$ cat src/rtl/instr_decoder.sv
// ID-stage decoder for the MIPS-I/MIPS32 integer subset.
//
// Decodes one 32-bit instruction word per cycle into control flags, a 6-bit
// operation code and HI/LO access info. Every output is registered, so a word
// presented before a rising CLK edge appears on the outputs right after it.
// RESET high at an edge clears every output. Opcodes, functs and REGIMM rt
// values outside the supported subset decode to all-zero outputs.
//
// Ports:
//   CLK           in   rising-edge clock
//   RESET         in   synchronous, active-high reset
//   Instr         in   [31:0] instruction word
//   Instr_PC      in   [31:0] PC of Instr (trace only, no effect on decode)
//   comment1      in   trace enable (trace only, no effect on decode)
//   Link          out  and-link instruction, destination r31
//   RegDest       out  rd is the destination (R-type); rt is a source operand
//   Jump          out  unconditional jump
//   Branch        out  conditional branch
//   MemRead       out  load
//   MemWrite      out  store (including SC)
//   ALUSrc        out  second operand is the immediate
//   RegWrite      out  writes a GPR
//   JumpRegister  out  JR/JALR
//   SignOrZero    out  1 = sign-extend imm16, 0 = zero-extend
//   Syscall       out  pipeline flush request (SYSCALL, LL, SC)
//   ALUControl    out  [5:0] operation code
//   MultRegAccess out  [1:0] 01 = writes HI/LO, 10 = reads HI/LO

module instr_decoder #(
  // Trace prefix only; the synthesized decoder ignores it.
  parameter logic [63:0] TAG = "1"
) (
  input  logic        CLK,
  input  logic        RESET,
  input  logic [31:0] Instr,
  input  logic [31:0] Instr_PC,
  input  logic        comment1,
  output logic        Link,
  output logic        RegDest,
  output logic        Jump,
  output logic        Branch,
  output logic        MemRead,
  output logic        MemWrite,
  output logic        ALUSrc,
  output logic        RegWrite,
  output logic        JumpRegister,
  output logic        SignOrZero,
  output logic        Syscall,
  output logic [5:0]  ALUControl,
  output logic [1:0]  MultRegAccess
);

  // Primary opcodes
  localparam logic [5:0] OpSpecial = 6'h00;
  localparam logic [5:0] OpRegimm  = 6'h01;
  localparam logic [5:0] OpJ       = 6'h02;
  localparam logic [5:0] OpJal     = 6'h03;
  localparam logic [5:0] OpBeq     = 6'h04;
  localparam logic [5:0] OpBne     = 6'h05;
  localparam logic [5:0] OpBlez    = 6'h06;
  localparam logic [5:0] OpBgtz    = 6'h07;
  localparam logic [5:0] OpAddi    = 6'h08;
  localparam logic [5:0] OpAddiu   = 6'h09;
  localparam logic [5:0] OpSlti    = 6'h0A;
  localparam logic [5:0] OpSltiu   = 6'h0B;
  localparam logic [5:0] OpAndi    = 6'h0C;
  localparam logic [5:0] OpOri     = 6'h0D;
  localparam logic [5:0] OpXori    = 6'h0E;
  localparam logic [5:0] OpLui     = 6'h0F;
  localparam logic [5:0] OpLb      = 6'h20;
  localparam logic [5:0] OpLh      = 6'h21;
  localparam logic [5:0] OpLw      = 6'h23;
  localparam logic [5:0] OpLbu     = 6'h24;
  localparam logic [5:0] OpLhu     = 6'h25;
  localparam logic [5:0] OpSb      = 6'h28;
  localparam logic [5:0] OpSh      = 6'h29;
  localparam logic [5:0] OpSw      = 6'h2B;
  localparam logic [5:0] OpLl      = 6'h30;
  localparam logic [5:0] OpSc      = 6'h38;

  // SPECIAL functs
  localparam logic [5:0] FnSll     = 6'h00;
  localparam logic [5:0] FnSrl     = 6'h02;
  localparam logic [5:0] FnSra     = 6'h03;
  localparam logic [5:0] FnSllv    = 6'h04;
  localparam logic [5:0] FnSrlv    = 6'h06;
  localparam logic [5:0] FnSrav    = 6'h07;
  localparam logic [5:0] FnJr      = 6'h08;
  localparam logic [5:0] FnJalr    = 6'h09;
  localparam logic [5:0] FnSyscall = 6'h0C;
  localparam logic [5:0] FnMfhi    = 6'h10;
  localparam logic [5:0] FnMthi    = 6'h11;
  localparam logic [5:0] FnMflo    = 6'h12;
  localparam logic [5:0] FnMtlo    = 6'h13;
  localparam logic [5:0] FnMult    = 6'h18;
  localparam logic [5:0] FnMultu   = 6'h19;
  localparam logic [5:0] FnDiv     = 6'h1A;
  localparam logic [5:0] FnDivu    = 6'h1B;
  localparam logic [5:0] FnAdd     = 6'h20;
  localparam logic [5:0] FnAddu    = 6'h21;
  localparam logic [5:0] FnSub     = 6'h22;
  localparam logic [5:0] FnSubu    = 6'h23;
  localparam logic [5:0] FnAnd     = 6'h24;
  localparam logic [5:0] FnOr      = 6'h25;
  localparam logic [5:0] FnXor     = 6'h26;
  localparam logic [5:0] FnNor     = 6'h27;
  localparam logic [5:0] FnSlt     = 6'h2A;
  localparam logic [5:0] FnSltu    = 6'h2B;

  // REGIMM rt selectors
  localparam logic [4:0] RtBltz    = 5'h00;
  localparam logic [4:0] RtBgez    = 5'h01;
  localparam logic [4:0] RtBltzal  = 5'h10;
  localparam logic [4:0] RtBgezal  = 5'h11;

  // HI/LO access encodings
  localparam logic [1:0] HiLoNone  = 2'b00;
  localparam logic [1:0] HiLoWrite = 2'b01;
  localparam logic [1:0] HiLoRead  = 2'b10;

  typedef struct packed {
    logic       link;
    logic       reg_dest;
    logic       jump;
    logic       branch;
    logic       mem_read;
    logic       mem_write;
    logic       alu_src;
    logic       reg_write;
    logic       jump_register;
    logic       sign_or_zero;
    logic       syscall;
    logic [5:0] alu_control;
    logic [1:0] mult_reg_access;
  } ctrl_t;

  logic [5:0] opcode;
  logic [4:0] rt;
  logic [5:0] funct;
  ctrl_t      ctrl_d;
  ctrl_t      ctrl_q;

  assign opcode = Instr[31:26];
  assign rt     = Instr[20:16];
  assign funct  = Instr[5:0];

  // Fields the decoder never looks at, plus trace-only inputs.
  logic unused_inputs;
  assign unused_inputs = ^{TAG, Instr_PC, comment1, Instr[25:21], Instr[15:6]};

  always_comb begin
    ctrl_d = '0;
    case (opcode)
      OpSpecial: begin
        // Common R-type shape; per-funct exceptions patched below.
        ctrl_d.reg_dest    = 1'b1;
        ctrl_d.reg_write   = 1'b1;
        ctrl_d.alu_control = funct;
        case (funct)
          FnSll, FnSrl, FnSra, FnSllv, FnSrlv, FnSrav,
          FnAdd, FnAddu, FnSub, FnSubu, FnAnd, FnOr, FnXor, FnNor,
          FnSlt, FnSltu: begin
          end
          FnJr: begin
            ctrl_d.jump          = 1'b1;
            ctrl_d.jump_register = 1'b1;
            ctrl_d.reg_write     = 1'b0;
          end
          FnJalr: begin
            // Writes rd rather than r31, so no Link.
            ctrl_d.jump          = 1'b1;
            ctrl_d.jump_register = 1'b1;
          end
          FnSyscall: begin
            ctrl_d.syscall   = 1'b1;
            ctrl_d.reg_write = 1'b0;
          end
          FnMfhi, FnMflo: begin
            ctrl_d.mult_reg_access = HiLoRead;
          end
          FnMthi, FnMtlo, FnMult, FnMultu, FnDiv, FnDivu: begin
            ctrl_d.mult_reg_access = HiLoWrite;
            ctrl_d.reg_write       = 1'b0;
          end
          default: ctrl_d = '0;
        endcase
      end

      OpRegimm: begin
        ctrl_d.branch       = 1'b1;
        ctrl_d.sign_or_zero = 1'b1;
        case (rt)
          RtBltz: ctrl_d.alu_control = 6'h15;
          RtBgez: ctrl_d.alu_control = 6'h16;
          RtBltzal: begin
            ctrl_d.alu_control = 6'h35;
            ctrl_d.link        = 1'b1;
            ctrl_d.reg_write   = 1'b1;
          end
          RtBgezal: begin
            ctrl_d.alu_control = 6'h37;
            ctrl_d.link        = 1'b1;
            ctrl_d.reg_write   = 1'b1;
          end
          default: ctrl_d = '0;
        endcase
      end

      OpJ: begin
        ctrl_d.jump        = 1'b1;
        ctrl_d.alu_control = 6'h3B;
      end
      OpJal: begin
        ctrl_d.jump        = 1'b1;
        ctrl_d.link        = 1'b1;
        ctrl_d.reg_write   = 1'b1;
        ctrl_d.alu_control = 6'h3C;
      end

      // BEQ/BNE compare rs with rt, so rt is a source operand.
      OpBeq, OpBne: begin
        ctrl_d.branch       = 1'b1;
        ctrl_d.sign_or_zero = 1'b1;
        ctrl_d.reg_dest     = 1'b1;
        ctrl_d.alu_control  = (opcode == OpBeq) ? 6'h01 : 6'h05;
      end
      OpBlez, OpBgtz: begin
        ctrl_d.branch       = 1'b1;
        ctrl_d.sign_or_zero = 1'b1;
        ctrl_d.alu_control  = (opcode == OpBlez) ? 6'h0E : 6'h0F;
      end

      OpAddi, OpAddiu, OpSlti, OpSltiu: begin
        ctrl_d.alu_src      = 1'b1;
        ctrl_d.reg_write    = 1'b1;
        ctrl_d.sign_or_zero = 1'b1;
        case (opcode)
          OpSlti:  ctrl_d.alu_control = 6'h2A;
          OpSltiu: ctrl_d.alu_control = 6'h2B;
          default: ctrl_d.alu_control = 6'h21;
        endcase
      end
      OpAndi, OpOri, OpXori, OpLui: begin
        ctrl_d.alu_src   = 1'b1;
        ctrl_d.reg_write = 1'b1;
        case (opcode)
          OpAndi:  ctrl_d.alu_control = 6'h24;
          OpOri:   ctrl_d.alu_control = 6'h25;
          OpXori:  ctrl_d.alu_control = 6'h26;
          default: ctrl_d.alu_control = 6'h3F;
        endcase
      end

      OpLb, OpLh, OpLw, OpLbu, OpLhu, OpLl: begin
        ctrl_d.mem_read     = 1'b1;
        ctrl_d.reg_write    = 1'b1;
        ctrl_d.alu_src      = 1'b1;
        ctrl_d.sign_or_zero = 1'b1;
        case (opcode)
          OpLb:    ctrl_d.alu_control = 6'h30;
          OpLh:    ctrl_d.alu_control = 6'h31;
          OpLw:    ctrl_d.alu_control = 6'h32;
          OpLbu:   ctrl_d.alu_control = 6'h33;
          OpLhu:   ctrl_d.alu_control = 6'h34;
          default: begin
            // LL opens a link window; ID flushes around it.
            ctrl_d.alu_control = 6'h28;
            ctrl_d.syscall     = 1'b1;
          end
        endcase
      end

      OpSb, OpSh, OpSw: begin
        ctrl_d.mem_write    = 1'b1;
        ctrl_d.alu_src      = 1'b1;
        ctrl_d.sign_or_zero = 1'b1;
        ctrl_d.reg_dest     = 1'b1;
        case (opcode)
          OpSb:    ctrl_d.alu_control = 6'h38;
          OpSh:    ctrl_d.alu_control = 6'h39;
          default: ctrl_d.alu_control = 6'h3A;
        endcase
      end

      // SC stores rt and also writes the success flag back into rt.
      OpSc: begin
        ctrl_d.mem_write    = 1'b1;
        ctrl_d.reg_write    = 1'b1;
        ctrl_d.alu_src      = 1'b1;
        ctrl_d.sign_or_zero = 1'b1;
        ctrl_d.syscall      = 1'b1;
        ctrl_d.alu_control  = 6'h36;
      end

      default: ctrl_d = '0;
    endcase
  end

  always_ff @(posedge CLK) begin
    if (RESET) begin
      ctrl_q <= '0;
    end else begin
      ctrl_q <= ctrl_d;
    end
  end

  assign Link          = ctrl_q.link;
  assign RegDest       = ctrl_q.reg_dest;
  assign Jump          = ctrl_q.jump;
  assign Branch        = ctrl_q.branch;
  assign MemRead       = ctrl_q.mem_read;
  assign MemWrite      = ctrl_q.mem_write;
  assign ALUSrc        = ctrl_q.alu_src;
  assign RegWrite      = ctrl_q.reg_write;
  assign JumpRegister  = ctrl_q.jump_register;
  assign SignOrZero    = ctrl_q.sign_or_zero;
  assign Syscall       = ctrl_q.syscall;
  assign ALUControl    = ctrl_q.alu_control;
  assign MultRegAccess = ctrl_q.mult_reg_access;

endmodule

$ cat config.mk
export PLATFORM = sky130hd
export DESIGN_NAME = instr_decoder
export DESIGN_NICKNAME = d
export VERILOG_FILES = /design/src/rtl/instr_decoder.sv
export SDC_FILE = /design/constraint.sdc
export NUM_CORES = 1
export LEC_CHECK = 0
export ABC_AREA = 1
export CORE_UTILIZATION = 38
export DETAILED_ROUTE_END_ITERATION = 8
export PLACE_DENSITY = 0.85
export SETUP_SLACK_MARGIN = 0.4
export SYNTH_ARGS = -nofsm -noshare
export SYNTH_HDL_FRONTEND = slang
export SYNTH_SLANG_ARGS = --single-unit
$ cat constraint.sdc
create_clock -name CLK -period 2.7 [get_ports CLK]
set_input_delay 0.27 -clock CLK [delete_from_list [all_inputs] [get_ports CLK]]
set_output_delay 0.27 -clock CLK [all_outputs]
set_load 0.01 [all_outputs]
==> flow_results.org, run 1 <==
** Routing
- Via count :: 1421
- Antenna violation net count after detailed routing :: 0
- Before antenna repair, the detailed router went through 5 iterations.
- Post-DR vias/cell :: 4.917
- Routed Wire Length :: 3041 um
- Remaining DRCs :: 0
- The first routing iteration left 64 violations.
- Mean routed wirelength per cell :: 10.52 um

** Clock tree
- CTS tree :: built
- Post-CTS repair changed the size of 0 cells.
- No sink is reached through more buffers than the 2 on the longest clock path.
- Postcts setup bufs :: 0
- Hold repair after CTS inserted 0 buffers.
- Buffers inserted during clock tree synthesis total 3.
- In this run the number of H-tree levels came out at 1.
- For this design, the sink count on the clock tree is 19.
- Clock-pin slew was measured on the worst setup and hold paths at 0.10 ns.
- Clock Root Buffer :: clkbuf_4

** Floorplan
- Overall die height :: 59.67 um
- The floorplan has 20 rows.
- Number of ports placed on the die boundary :: 86
- The initial utilization of the core area, before any placement, comes to 40.73%.
- Die Footprint :: 0.003560 mm2
- Core Box Area :: 0.003103 mm2
- Horiz. Die Dim :: 59.67 um

** Logic synthesis
- In this run the mean area of a mapped cell was 6.046 um2.
- Register area share after synthesis :: 30.10%
- Cell types occupying the most area after synthesis :: dfxtp_1 (30%), nand2_1 (14%), nand3_1 (11%)
- After synthesis, the largest family of logic cells by area is simple AND/OR/NAND/NOR gates.
- XOR/XNOR share of the synthesized area :: 0%
- Post-synth EDFFs :: 0
- Ys flop type :: dfxtp_1
- The synthesized design spends more area on one cell type than any other, namely dfxtp_1.
- Leading cell type by number of instances after synthesis :: nand2_1
- The synthesized netlist occupies a cell area of 0.001264 mm2.
- In the synthesized netlist, the number of instances is 209.
- Syn_nets :: 276
- Register bit count reported by yosys :: 19
- The Yosys step of the flow raised 0 warnings.
- Cell types with the highest counts after synthesis :: nand2_1 (47), inv_1 (28), nor2_1 (28)
- The synthesized netlist devotes 46.44% of its cell area to simple gates.
- The portion of synthesized area spent on multiplexers is 0%.
- Yosys mapped the design onto 28 distinct sky130hd cell types.
- Portion of synthesized cell area occupied by the leading cell type :: 30.10%
- The synthesized netlist devotes 10.30% of its cell area to compound gates.
- Share of synthesized flip-flops with an asynchronous set or reset :: 0%
- The synthesized netlist devotes 0% of its cell area to adder and majority cells.

** Finish
- Area Growth Syn to Fin :: 33.47%
- In the final layout, the share of cells above drive strength 1 is 11.43%.
- The repair_antennas step left the layout with diodes totalling 0.
- After routing the design area is 0.001687 mm2.
- At the end of the flow, the number of nets in the layout was 313.

** Setup path
- Endpoint kind of the worst setup timing path :: flip-flop
- Among the stages of the critical path, the cell type that occurs most often is nand2_1.
- Setup crit start kind :: primary input
- Traced cell by cell, the critical path runs through clkdlybuf4s50_1 -> clkinv_2 -> nor2_1 -> nand3b_1 -> nand2_1 -> a21oi_1 -> nand3_1 -> nand2_1 -> inv_1.
- Start-to-end type of the worst setup path :: primary input to flip-flop
- For this run, the slowest stage of the critical path takes 0.69 ns.
- At the worst endpoint, the arrival time is 1.89 ns.
- In this run the worst path has a maximum fanout of 9.
- STA puts the critical path data required time at 2.91 ns.
- For this design, the slowest cell found on the critical path is clkdlybuf4s50_1.

** STA
- In this run the tightest slew margin relative to its limit is 67.31%.
- The final critical path takes up 62.22% of the cycle.
- Counting I/O delays and the setup requirement, the final critical path takes 1.680 ns.
- Setup repair after global routing missed its margin :: false
- Derived from the worst setup path, the maximum achievable clock frequency is 0.5953 GHz.
- Worst Max-Slew Pin Slew :: 0.4866 ns
- The number of slew-limit violations in the final report was 0.
- Final worst-path setup slack :: 1.020 ns
- Final hold analysis gives a worst-case slack of 0.6624 ns.
- Setup violations remaining at the end of the flow were counted as 0.
- After routing, the total negative slack on setup checks comes to 0 ns.
- Number of hold violations in the final report :: 0

** GRT
- Number of global-route vias before repair :: 1210
- The number of antenna violations at the first check in global routing was 0.
- All-Layer GR Usage :: 18.71%
- Entering global routing, the biggest net connects 14 pins.
- After global routing the overflow that remains totals 0.
- Global-route wire length before repair :: 5188 um

** Placement
- IO Port Bufs :: 37
- Routability-driven placement finished with a final weighted congestion of 0.9289.
- Post-placement cell area :: 0.001659 mm2
- Sum of net half-perimeters after detailed placement :: 2372 um
- Setup slack after placement :: 0.7097 ns

** Power and ir drop
- Static leakage :: 0.8295 nW
- For this design the ratio of total power to cell area is 346.2 mW/mm2.
- Power consumption :: 0.0005838 W
- VDD sags by at most 177.8 uV.

** Hold path
- Class of the tightest hold or removal check :: primary input to flip-flop
- Worst hold path stage count :: 3

** Flow run
- The tool flagged a number of max-cap violations equal to 0.

** Outcome
- The flow ran to the end, and the final reports show no timing, DRC or antenna violations.
## power breakdown
part	leakage (nW)	switching, W	total, W	internal, W
registers	0.154	0.00000242	0.000292	0.000290
clock network	0.0177	0.0000877	0.000143	0.0000552
logic	0.657	0.0000838	0.000149	0.0000649
total	0.829	0.000174	0.000584	0.000410
## critical path, delay by kind of cell
family                 cells  cell delay (ns)
AO/OA/AOI/OAI              1             0.14
AND/OR/NAND/NOR            5             0.57
buffers and inverters      3             0.90
## flip-flops by register name, indices dropped and copies added, names as in the netlist
signal	flops
ALUControl	6
JumpRegister	1
Syscall	1
SignOrZero	1
Branch	1
RegDest	1
RegWrite	1
MultRegAccess	2
MemRead	1
ALUSrc	1
Link	1
Jump	1
MemWrite	1
## cells by family (layout without fill, tap and decap cells)
logic type	count (synthesis)	count (layout)
AOI/OAI and AO/OA	23	23
and+or+nand+nor	126	126
buffers and inverters	41	77
DFF	19	19
## through the flow
step	instances	utilization, %
after CTS	289	54.35
final	289	54.35
after floorplan	209	-
after global placement	285	53.47
after global routing	289	54.35
after detailed placement	285	53.47
## layout make-up
class / instances / area [um2]
clock buffer: 3 / 22.52
fill: 319 / 1416
multi-input combinational: 149 / 716.9
tap: 44 / 55.05
timing repair buffer: 37 / 370.4
sequential: 19 / 380.4
clock inverter: 1 / 5.005
inverter: 36 / 136.4
## path summary, 6_finish.rpt
| check | startpoint | endpoint | slack [ns] |
|---|---|---|---|
| worst min-delay path | Instr[20] | Link | 0.66 |
| worst max-delay path | Instr[27] | ALUControl[4] | 1.02 |
## layout by cell type (no fill, tap or decap)
| master | synthesis | routed |
|---|---|---|
| inv_2 | 7 | 7 |
| clkbuf_4 | 0 | 3 |
| a21oi_1 | 13 | 13 |
| nor2_4 | 2 | 2 |
| nand2_2 | 4 | 4 |
| nor4_1 | 1 | 1 |
| dfxtp_1 | 19 | 19 |
| nand2_1 | 47 | 47 |
| clkinv_2 | 1 | 2 |
| nand3_2 | 1 | 1 |
| nor2_1 | 28 | 28 |
| nor3_2 | 1 | 1 |
| nand4_1 | 3 | 3 |
| clkdlybuf4s50_1 | 0 | 37 |
| nand3_1 | 27 | 27 |
| o21ai_0 | 5 | 5 |
| nor3_1 | 3 | 3 |
| nand3b_1 | 1 | 1 |
| inv_1 | 28 | 28 |
| nor2_2 | 6 | 6 |
| a32oi_1 | 1 | 1 |
| o2111ai_1 | 1 | 1 |
| o21a_1 | 1 | 1 |
| a21oi_2 | 1 | 1 |
| nand3b_2 | 1 | 1 |
| or2_0 | 1 | 1 |
| o22ai_1 | 1 | 1 |
## per-layer routing
layer | track usage (%) | part of all wire, % | vias to the layer above
met1 | 25.17 | 47 | 629
li1 | - | - | 738
met3 | 3.896 | 5.0 | 3
met4 | 3.987 | 0.33 | 0
met2 | 30.79 | 48 | 51
met5 | 0 | 0 | -
No activity file was read; power rests on OpenSTA's default activity.
==> run 2: changes to the inputs <==
--- a/config.mk
+++ b/config.mk
@@ -6,9 +6,9 @@
 export NUM_CORES = 1
 export LEC_CHECK = 0
 export ABC_AREA = 1
-export CORE_UTILIZATION = 38
+export CORE_UTILIZATION = 32
 export DETAILED_ROUTE_END_ITERATION = 8
-export PLACE_DENSITY = 0.85
+export PLACE_DENSITY = 0.77
 export SETUP_SLACK_MARGIN = 0.4
 export SYNTH_ARGS = -nofsm -noshare
 export SYNTH_HDL_FRONTEND = slang
==> constraint.sdc (replaced) <==
create_clock -name CLK -period 1.5 [get_ports CLK]
set_input_delay 0.15 -clock CLK [delete_from_list [all_inputs] [get_ports CLK]]
set_output_delay 0.15 -clock CLK [all_outputs]
set_load 0.01 [all_outputs]
==> run 2 against run 1 <==
Critical path type unchanged. Final cell count rose by 15%. Setup slack got worse by 0.51 ns. Via count rose by 15%. Non-clock buffer count rose by 40. Flip-flop and latch count did not move. Routed wire length rose by 26%. Highest routed layer unchanged. Core utilization rose by 1.2 points. Count of clock-buffer cells in the layout rose by 1. First-iteration DRC count rose by 31%. Hold slack got worse by 0.41 ns. Critical path depth rose by 1. Sequential share of layout area fell by 4.1 points.
==> flow_results.org, run 2 (synthesis results as in run 1) <==
** Clock tree
- The root cell of the clock tree is clkbuf_8 (was clkbuf_4).
- Hold-fix buffer count after cts :: 0 (unchanged)
- The maximum buffer depth of the clock tree is 2 (unchanged).
- The count of H-tree levels built during CTS came to 1 (unchanged).
- The number of sinks driven by the clock tree was 19 (unchanged).
- CTS buffer count :: 3 (unchanged)
- The clock-pin transition on the worst setup and hold timing paths is 0.07 ns (was 0.10 ns).
- The TritonCTS clock tree is built (unchanged).

** GRT
- Total overflow reported by the global router :: 0 (unchanged)
- The wire length of the first global-routing pass is 6520 um (was 5188 um).
- All-Layer GR Usage :: 19.31% (was 18.71%)
- The pin count of the biggest net entering global routing came to 11 (was 14).
- The number of global-route vias before repair is 1595 (was 1210).
- The number of antenna violations at the first check in global routing came to 0 (unchanged).

** STA
- The setup TNS was 0 ns (unchanged).
- Count of final setup violators :: 0 (unchanged)
- Max-slew headroom :: 82.05% (was 67.31%)
- Based on the critical path, the design can be clocked at up to 1.005 GHz.
- Total count of max-transition violations in the final report :: 0 (unchanged)
- The worst path needs 0.9946 ns of the cycle, external delays included.
- Setup repair after global routing missed its margin :: false (unchanged)
- Worst Max-Slew Pin Slew :: 0.2671 ns (was 0.4866 ns)
- The worst hold margin came to 0.2562 ns (was 0.6624 ns).
- In the finished design, the share of the clock period the worst path needs comes to 66.30%.
- Final worst-path setup slack :: 0.5054 ns (was 1.020 ns)
- The number of endpoints with negative hold slack in the final report came to 0 (unchanged).

** Setup path
- Top delay family on crit path :: simple AND/OR/NAND/NOR gates (was buffers and inverters)
- Max incr delay on CP :: 0.16 ns (was 0.69 ns)
- The highest-delay cell along the critical path is buf_4 (was clkdlybuf4s50_1).
- Worst path cell trace: clkbuf_2 -> buf_4 -> nand2_1 -> nor2_1 -> nand2_1 -> inv_1 -> nor2_2 -> nand3_4 -> a21oi_2 -> nor2_1 (was clkdlybuf4s50_1 -> clkinv_2 -> nor2_1 -> nand3b_1 -> nand2_1 -> a21oi_1 -> nand3_1 -> nand2_1 -> inv_1).
- Crit-path max FO :: 6 (was 9)
- The worst path required time is 1.65 ns (was 2.91 ns).
- Endpoint kind of the worst setup timing path :: flip-flop (unchanged)
- Setup crit start kind :: primary input (unchanged)
- The buffers plus inverters on the worst setup path was 3 (unchanged).
- The endpoint arrival time on the critical path came to 1.15 ns (was 1.89 ns).
- The startpoint of the worst setup timing path is Instr[5] (was Instr[27]).
- Start-to-end type of the worst setup path :: primary input to flip-flop (unchanged)

** Finish
- Commonest cells after routing, fill and taps aside :: nand2_1 (43), buf_4 (40), inv_1 (24) (was nand2_1 (47), clkdlybuf4s50_1 (37), nor2_1 (28), inv_1 (28), nand3_1 (27))
- Share of final-layout standard cells stronger than drive strength 1 :: 37.19% (was 11.43%)
- Number of nets at the end of the flow :: 353 (was 313)
- The finished layout cell area was 0.002066 mm2 (was 0.001687 mm2).
- Fillers :: 378 (was 319)
- The area growth from synthesis to final layout came to 63.47% (was 33.47%).
- The most common cell after layout, fill and taps aside is nand2_1 (unchanged).
- The final core area utilization was 55.59% (was 54.35%).
- The flip-flop count of the largest register after layout is 6 (unchanged).
- Antenna fix cells :: 0 (unchanged)

** Flow run
- Count of maximum capacitance violations :: 0 (unchanged)

** Placement
- Post-placement cell area :: 0.001942 mm2 (was 0.001659 mm2)
- IO Port Bufs :: 37 (unchanged)
- Sum of net half-perimeters after detailed placement :: 2934 um (was 2372 um)
- RD Place Congestion :: 0.9981 (was 0.9289)
- Setup slack after placement :: -0.1754 ns (was 0.7097 ns)

** Floorplan
- The die span in y came to 64.84 um (was 59.67 um).
- The area of the core came to 0.003716 mm2 (was 0.003103 mm2).
- Initial Util :: 34.01% (was 40.73%)
- Floorplan row count :: 22 (was 20)
- Horiz. Die Dim :: 64.84 um (was 59.67 um)
- The area of the die is 0.004204 mm2 (was 0.003560 mm2).
- Number of ports placed on the die boundary :: 86 (unchanged)

** Power and ir drop
- The power density relative to cell area was 590.7 mW/mm2 (was 346.2 mW/mm2).
- The leakage power summed over all cells is 1.165 nW (was 0.8295 nW).
- Worst voltage drop across the vdd grid :: 318.4 uV (was 177.8 uV)

** Hold path
- Worst hold start :: Instr[0] (was Instr[20])
- Class of the tightest hold or removal check :: primary input to flip-flop (unchanged)

** Routing
- Post-DR vias/cell :: 4.928 (was 4.917)
- The number of optimization iterations in the first detailed-route pass came to 7 (was 5).
- The total vias in the final route was 1641 (was 1421).
- The post-detailed-route wirelength per cell is 11.54 um (was 10.52 um).
- Routed Wire Length :: 3842 um (was 3041 um)
- Antenna violation net count after detailed routing :: 0 (unchanged)
- The count of unresolved DRC violations after routing is 0 (unchanged).
- Initial DRC Count :: 84 (was 64)

** Outcome
- Status: finished clean (unchanged).
[run 2: final cells by class]
class                   count  area (um2)  area share (%)
clock buffers               4       45.04           2.180
inverters                  36       141.4           6.844
multi-input cells         149       848.3           41.07
flip-flops and latches     19       380.4           18.41
well taps                  48       60.06           2.907
repair buffers             77       590.6           28.59
[run 2: what timing repair did]
| item | 4_1_cts | 5_1_grt |
|---|---|---|
| endpoints found under the setup margin | 38 | 16 |
| resized for setup | 58 | 47 |
| buffers inserted | 3 | 0 |
| pin swaps | 6 | 10 |
[run 2: path summary, 6_finish.rpt]
kind               end  slack (ns)  cells past startpoint
min   MultRegAccess[1]        0.26                      3
max            RegDest        0.51                     10
[run 2: metal layers]
layer	wire (um)	GRT usage [%]	share of wire, %	up-vias
met3	191	2.465	5.0	10
li1	-	-	-	821
met4	66	5.833	1.7	0
met5	0	0	0	-
met1	1649	23.68	43	748
met2	1934	34.51	50	62
[run 2: through the flow]
stage	power, W	std cells
after CTS	0.001211	333
after detailed placement	0.0008680	326
after global placement	0.0008650	326
after floorplan	0.0006850	209
final	0.001220	333
after global routing	0.001291	333
[run 2: where the power goes]
group          internal (W)  switching [W]
combinational      0.000153       0.000193
clock              0.000188       0.000160
sequential         0.000522     0.00000372
total              0.000863       0.000357
==> run 3: changes to the inputs <==
==> constraint.sdc (replaced) <==
create_clock -name CLK -period 0.9 [get_ports CLK]
set_input_delay 0.09 -clock CLK [delete_from_list [all_inputs] [get_ports CLK]]
set_output_delay 0.09 -clock CLK [all_outputs]
set_load 0.01 [all_outputs]
==> run 3 against run 2 <==
The run now ends with negative setup slack left. Combinational power rose by 130%. Global-route usage rose by 3.0 points. Final cell count rose by 4.5%. Sequential share of layout area fell by 2.7 points. Via count rose by 9.8%. Hold slack got worse by 0.11 ns. Critical path depth fell by 2. Flip-flop and latch count did not move. Setup slack got worse by 0.61 ns. Core utilization rose by 11 points. Total power rose by 86%. Die area did not move. Critical path type unchanged. Critical endpoint is now ALUControl[1].
==> flow_results.org, run 3 (synthesis results as in run 1) <==
** Outcome
- Status :: complete, but fails checks (was finished clean)
- Violated checks :: negative setup slack

** STA
- The final count of negative-setup-slack endpoints came to 5 (was 0).
- Of the available clock period, the critical path in the final layout requires 111.9%.
- Total count of max-transition violations in the final report :: 0 (unchanged)
- Maximum operating frequency :: 0.9927 GHz
- The setup TNS came to -0.2674 ns (was 0 ns).
- Final worst-path setup slack :: -0.1074 ns (was 0.5054 ns)
- The worst-case headroom to the max-slew limit is 79.79% (was 82.05%).
- The number of endpoints with negative hold slack in the final report came to 0 (unchanged).
- Setup repair after global routing missed its margin :: true (was false)
- Counting I/O delays and the setup requirement, the final critical path takes 1.007 ns.
- The measured slew at the worst slew-check pin was 0.3009 ns (was 0.2671 ns).

** Clock tree
- The maximum buffer depth of the clock tree is 2 (unchanged).
- Hold-fix buffer count after cts :: 0 (unchanged)
- Clock slew at reported path FFs :: 0.08 ns (was 0.07 ns)
- CTS buffer count :: 3 (unchanged)
- The TritonCTS clock tree is built (unchanged).
- The count of H-tree levels built during CTS is 1 (unchanged).
- Clock sink count :: 19 (unchanged)
- Clock Root Buffer :: clkbuf_8 (unchanged)

** Finish
- The final-stage net count came to 368 (was 353).
- The area occupied by multi-input gates is 0.001008 mm2 (was 848.3 um2).
- Fillers :: 290 (was 378)
- The sequential cell area came to 389.1 um2 (was 380.4 um2).
- Share of final-layout standard cells stronger than drive strength 1 :: 59.00% (was 37.19%)
- The flip-flop count of the largest register after layout came to 6 (unchanged).
- Commonest cells after routing, fill and taps aside: buf_4 (44), nand2_1 (33), buf_6 (26) (was nand2_1 (43), buf_4 (40), inv_1 (24)).
- Area Growth Syn to Fin :: 96.04% (was 63.47%)
- The most common cell after layout, fill and taps aside was buf_4 (was nand2_1).
- The final core area utilization came to 66.67% (was 55.59%).
- The diode insertion count for antenna repair was 0 (unchanged).

** Setup path
- The endpoint arrival time on the critical path is 1.20 ns (was 1.15 ns).
- Start-to-end type of the worst setup path :: primary input to flip-flop (unchanged)
- Crit path buffers/inverters :: 2 (was 3)
- The worst path required time is 1.09 ns (was 1.65 ns).
- Worst path cell trace: clkbuf_4 -> nor2_4 -> nand3_1 -> nand2_1 -> inv_1 -> nor2_1 -> nor2_2 -> a21oi_1 (was clkbuf_2 -> buf_4 -> nand2_1 -> nor2_1 -> nand2_1 -> inv_1 -> nor2_2 -> nand3_4 -> a21oi_2 -> nor2_1).
- The highest-delay cell along the critical path was nand3_1 (was buf_4).
- Top delay family on crit path :: simple AND/OR/NAND/NOR gates (unchanged)
- The peak per-stage delay on the critical path is 0.19 ns (was 0.16 ns).
- Endpoint kind of the worst setup timing path :: flip-flop (unchanged)
- Setup crit start kind :: primary input (unchanged)
- The largest fanout on the critical path was 5 (was 6).

** Power and ir drop
- The power density relative to cell area was 913.7 mW/mm2 (was 590.7 mW/mm2).
- Worst voltage drop across the vdd grid :: 585.7 uV (was 318.4 uV)
- Power share of the combinational group :: 34.8% (was 28.4%)
- The sequential share of power is 38.9% (was 43.0%).
- The relative contribution of the clock network to total power is 26.3% (was 28.6%).
- The switching power of the nets was 0.0007081 W (was 0.0003572 W).
- Switching Fraction :: 31.28% (was 29.28%)
- The leakage power summed over all cells was 1.291 nW (was 1.165 nW).
- Power Internal :: 0.001555 W (was 0.0008630 W)

** Routing
- Post-DR vias/cell :: 5.175 (was 4.928)
- The total wirelength of the detailed-routed design was 4979 um (was 3842 um).
- Initial DRC Count :: 140 (was 84)
- The number of optimization iterations in the first detailed-route pass is 4 (was 7).
- Via count :: 1801 (was 1641)
- Antenna violation net count after detailed routing :: 0 (unchanged)
- The post-detailed-route wirelength per cell was 14.31 um (was 11.54 um).
- Remaining DRCs :: 0 (unchanged)

** Flow run
- Count of maximum capacitance violations :: 0 (unchanged)

** GRT
- The routing usage on met2 is 37.89% (was 34.51%).
- Number of global-route vias before repair :: 1649 (was 1595)
- The total congestion overflow came to 0 (unchanged).
- Maximum number of pins on one net before global-route repair :: 12 (was 11)
- The global routing met3 resource utilization was 2.993% (was 2.465%).
- The number of antenna violations at the first check in global routing came to 0 (unchanged).
- All-Layer GR Usage :: 22.26% (was 19.31%)
- Met1 usage :: 27.52% (was 23.68%)
- Global-route wire length before repair :: 7265 um (was 6520 um)
- The layer carrying the most global-route usage is met2 (unchanged).

** Hold path
- Worst hold start :: Instr[0] (unchanged)
- The endpoint with the worst hold slack was MultRegAccess[1] (unchanged).
- The cell depth of the worst hold path came to 3 (unchanged).
- The class of the worst hold path is primary input to flip-flop (unchanged).

** Floorplan
- Core Box Area :: 0.003716 mm2 (unchanged)
- Overall die height :: 64.84 um (unchanged)
- The total number of placement rows came to 22 (unchanged).
- The I/O pin count is 86 (unchanged).
- Initial Util :: 34.01% (unchanged)
- Die Footprint :: 0.004204 mm2 (unchanged)
- The die outline width is 64.84 um (unchanged).

** Placement
- IO Port Bufs :: 37 (unchanged)
- The last weighted congestion value of the routability-driven placer came to 0.9200 (was 0.9981).
- The setup slack after placement came to -0.7724 ns (was -0.1754 ns).
- The detailed placer's ending HPWL was 2987 um (was 2934 um).
run 3: worst max path at each step:
| stage | start | to | depth (start not counted) | slack (ns) |
|---|---|---|---|---|
| finish | Instr[30] | ALUControl[1] | 8 | -0.11 |
| detailed placement | Instr[29] | ALUControl[0] | 9 | -0.77 |
| CTS | Instr[27] | ALUControl[4] | 10 | -0.01 |
| global placement | Instr[29] | ALUControl[3] | 9 | -0.75 |
| floorplan | Instr[3] | RegDest | 9 | -0.07 |
| global route | Instr[30] | ALUControl[1] | 8 | -0.15 |
run 3: power by group through the flow:
| stage | Clock [W] | Sequential, W | Combinational (W) |
|---|---|---|---|
| global route | 0.000636 | 0.000883 | 0.000841 |
| floorplan | 0 | 0.000911 | 0.000275 |
| finish | 0.000595 | 0.000881 | 0.000788 |
| detailed placement | 0 | 0.000897 | 0.000587 |
| global placement | 0 | 0.000897 | 0.000579 |
| CTS | 0.000592 | 0.000878 | 0.000685 |
run 3: final cells by class:
type / count / share of cell area, %
Clock inverter: 1 / 0.2020
Sequential cell: 19 / 15.71
Tap cell: 48 / 2.424
Multi-Input combinational cell: 149 / 40.71
Timing Repair Buffer: 92 / 32.53
Clock buffer: 3 / 1.667
Inverter: 36 / 6.768
run 3: layer usage:
metal  wire length (um)  vias up  share of wire [%]
met5                  0        -                  0
li1                   -      851                  -
met3                342       23                6.9
met2               2557       88                 51
met4                157        0                3.2
met1               1920      839                 39
run 3: per-stage QoR:
| step | area, um2 | hold slack (ns) | std cells | total power, W |
|---|---|---|---|---|
| after floorplan | 1373 | 0.1597 | 209 | 0.001186 |
| after global placement | 2012 | 0.7701 | 325 | 0.001477 |
| after detailed placement | 2012 | 0.7676 | 325 | 0.001484 |
| after CTS | 2273 | 0.1311 | 341 | 0.002155 |
| after global routing | 2477 | 0.1371 | 348 | 0.002360 |
| final | 2477 | 0.1431 | 348 | 0.002264 |
run 3: timing repair:
item	in CTS	in global routing
resized for setup	204	45
pin swaps	30	26
buffers inserted	12	7
setup endpoints to repair	38	38
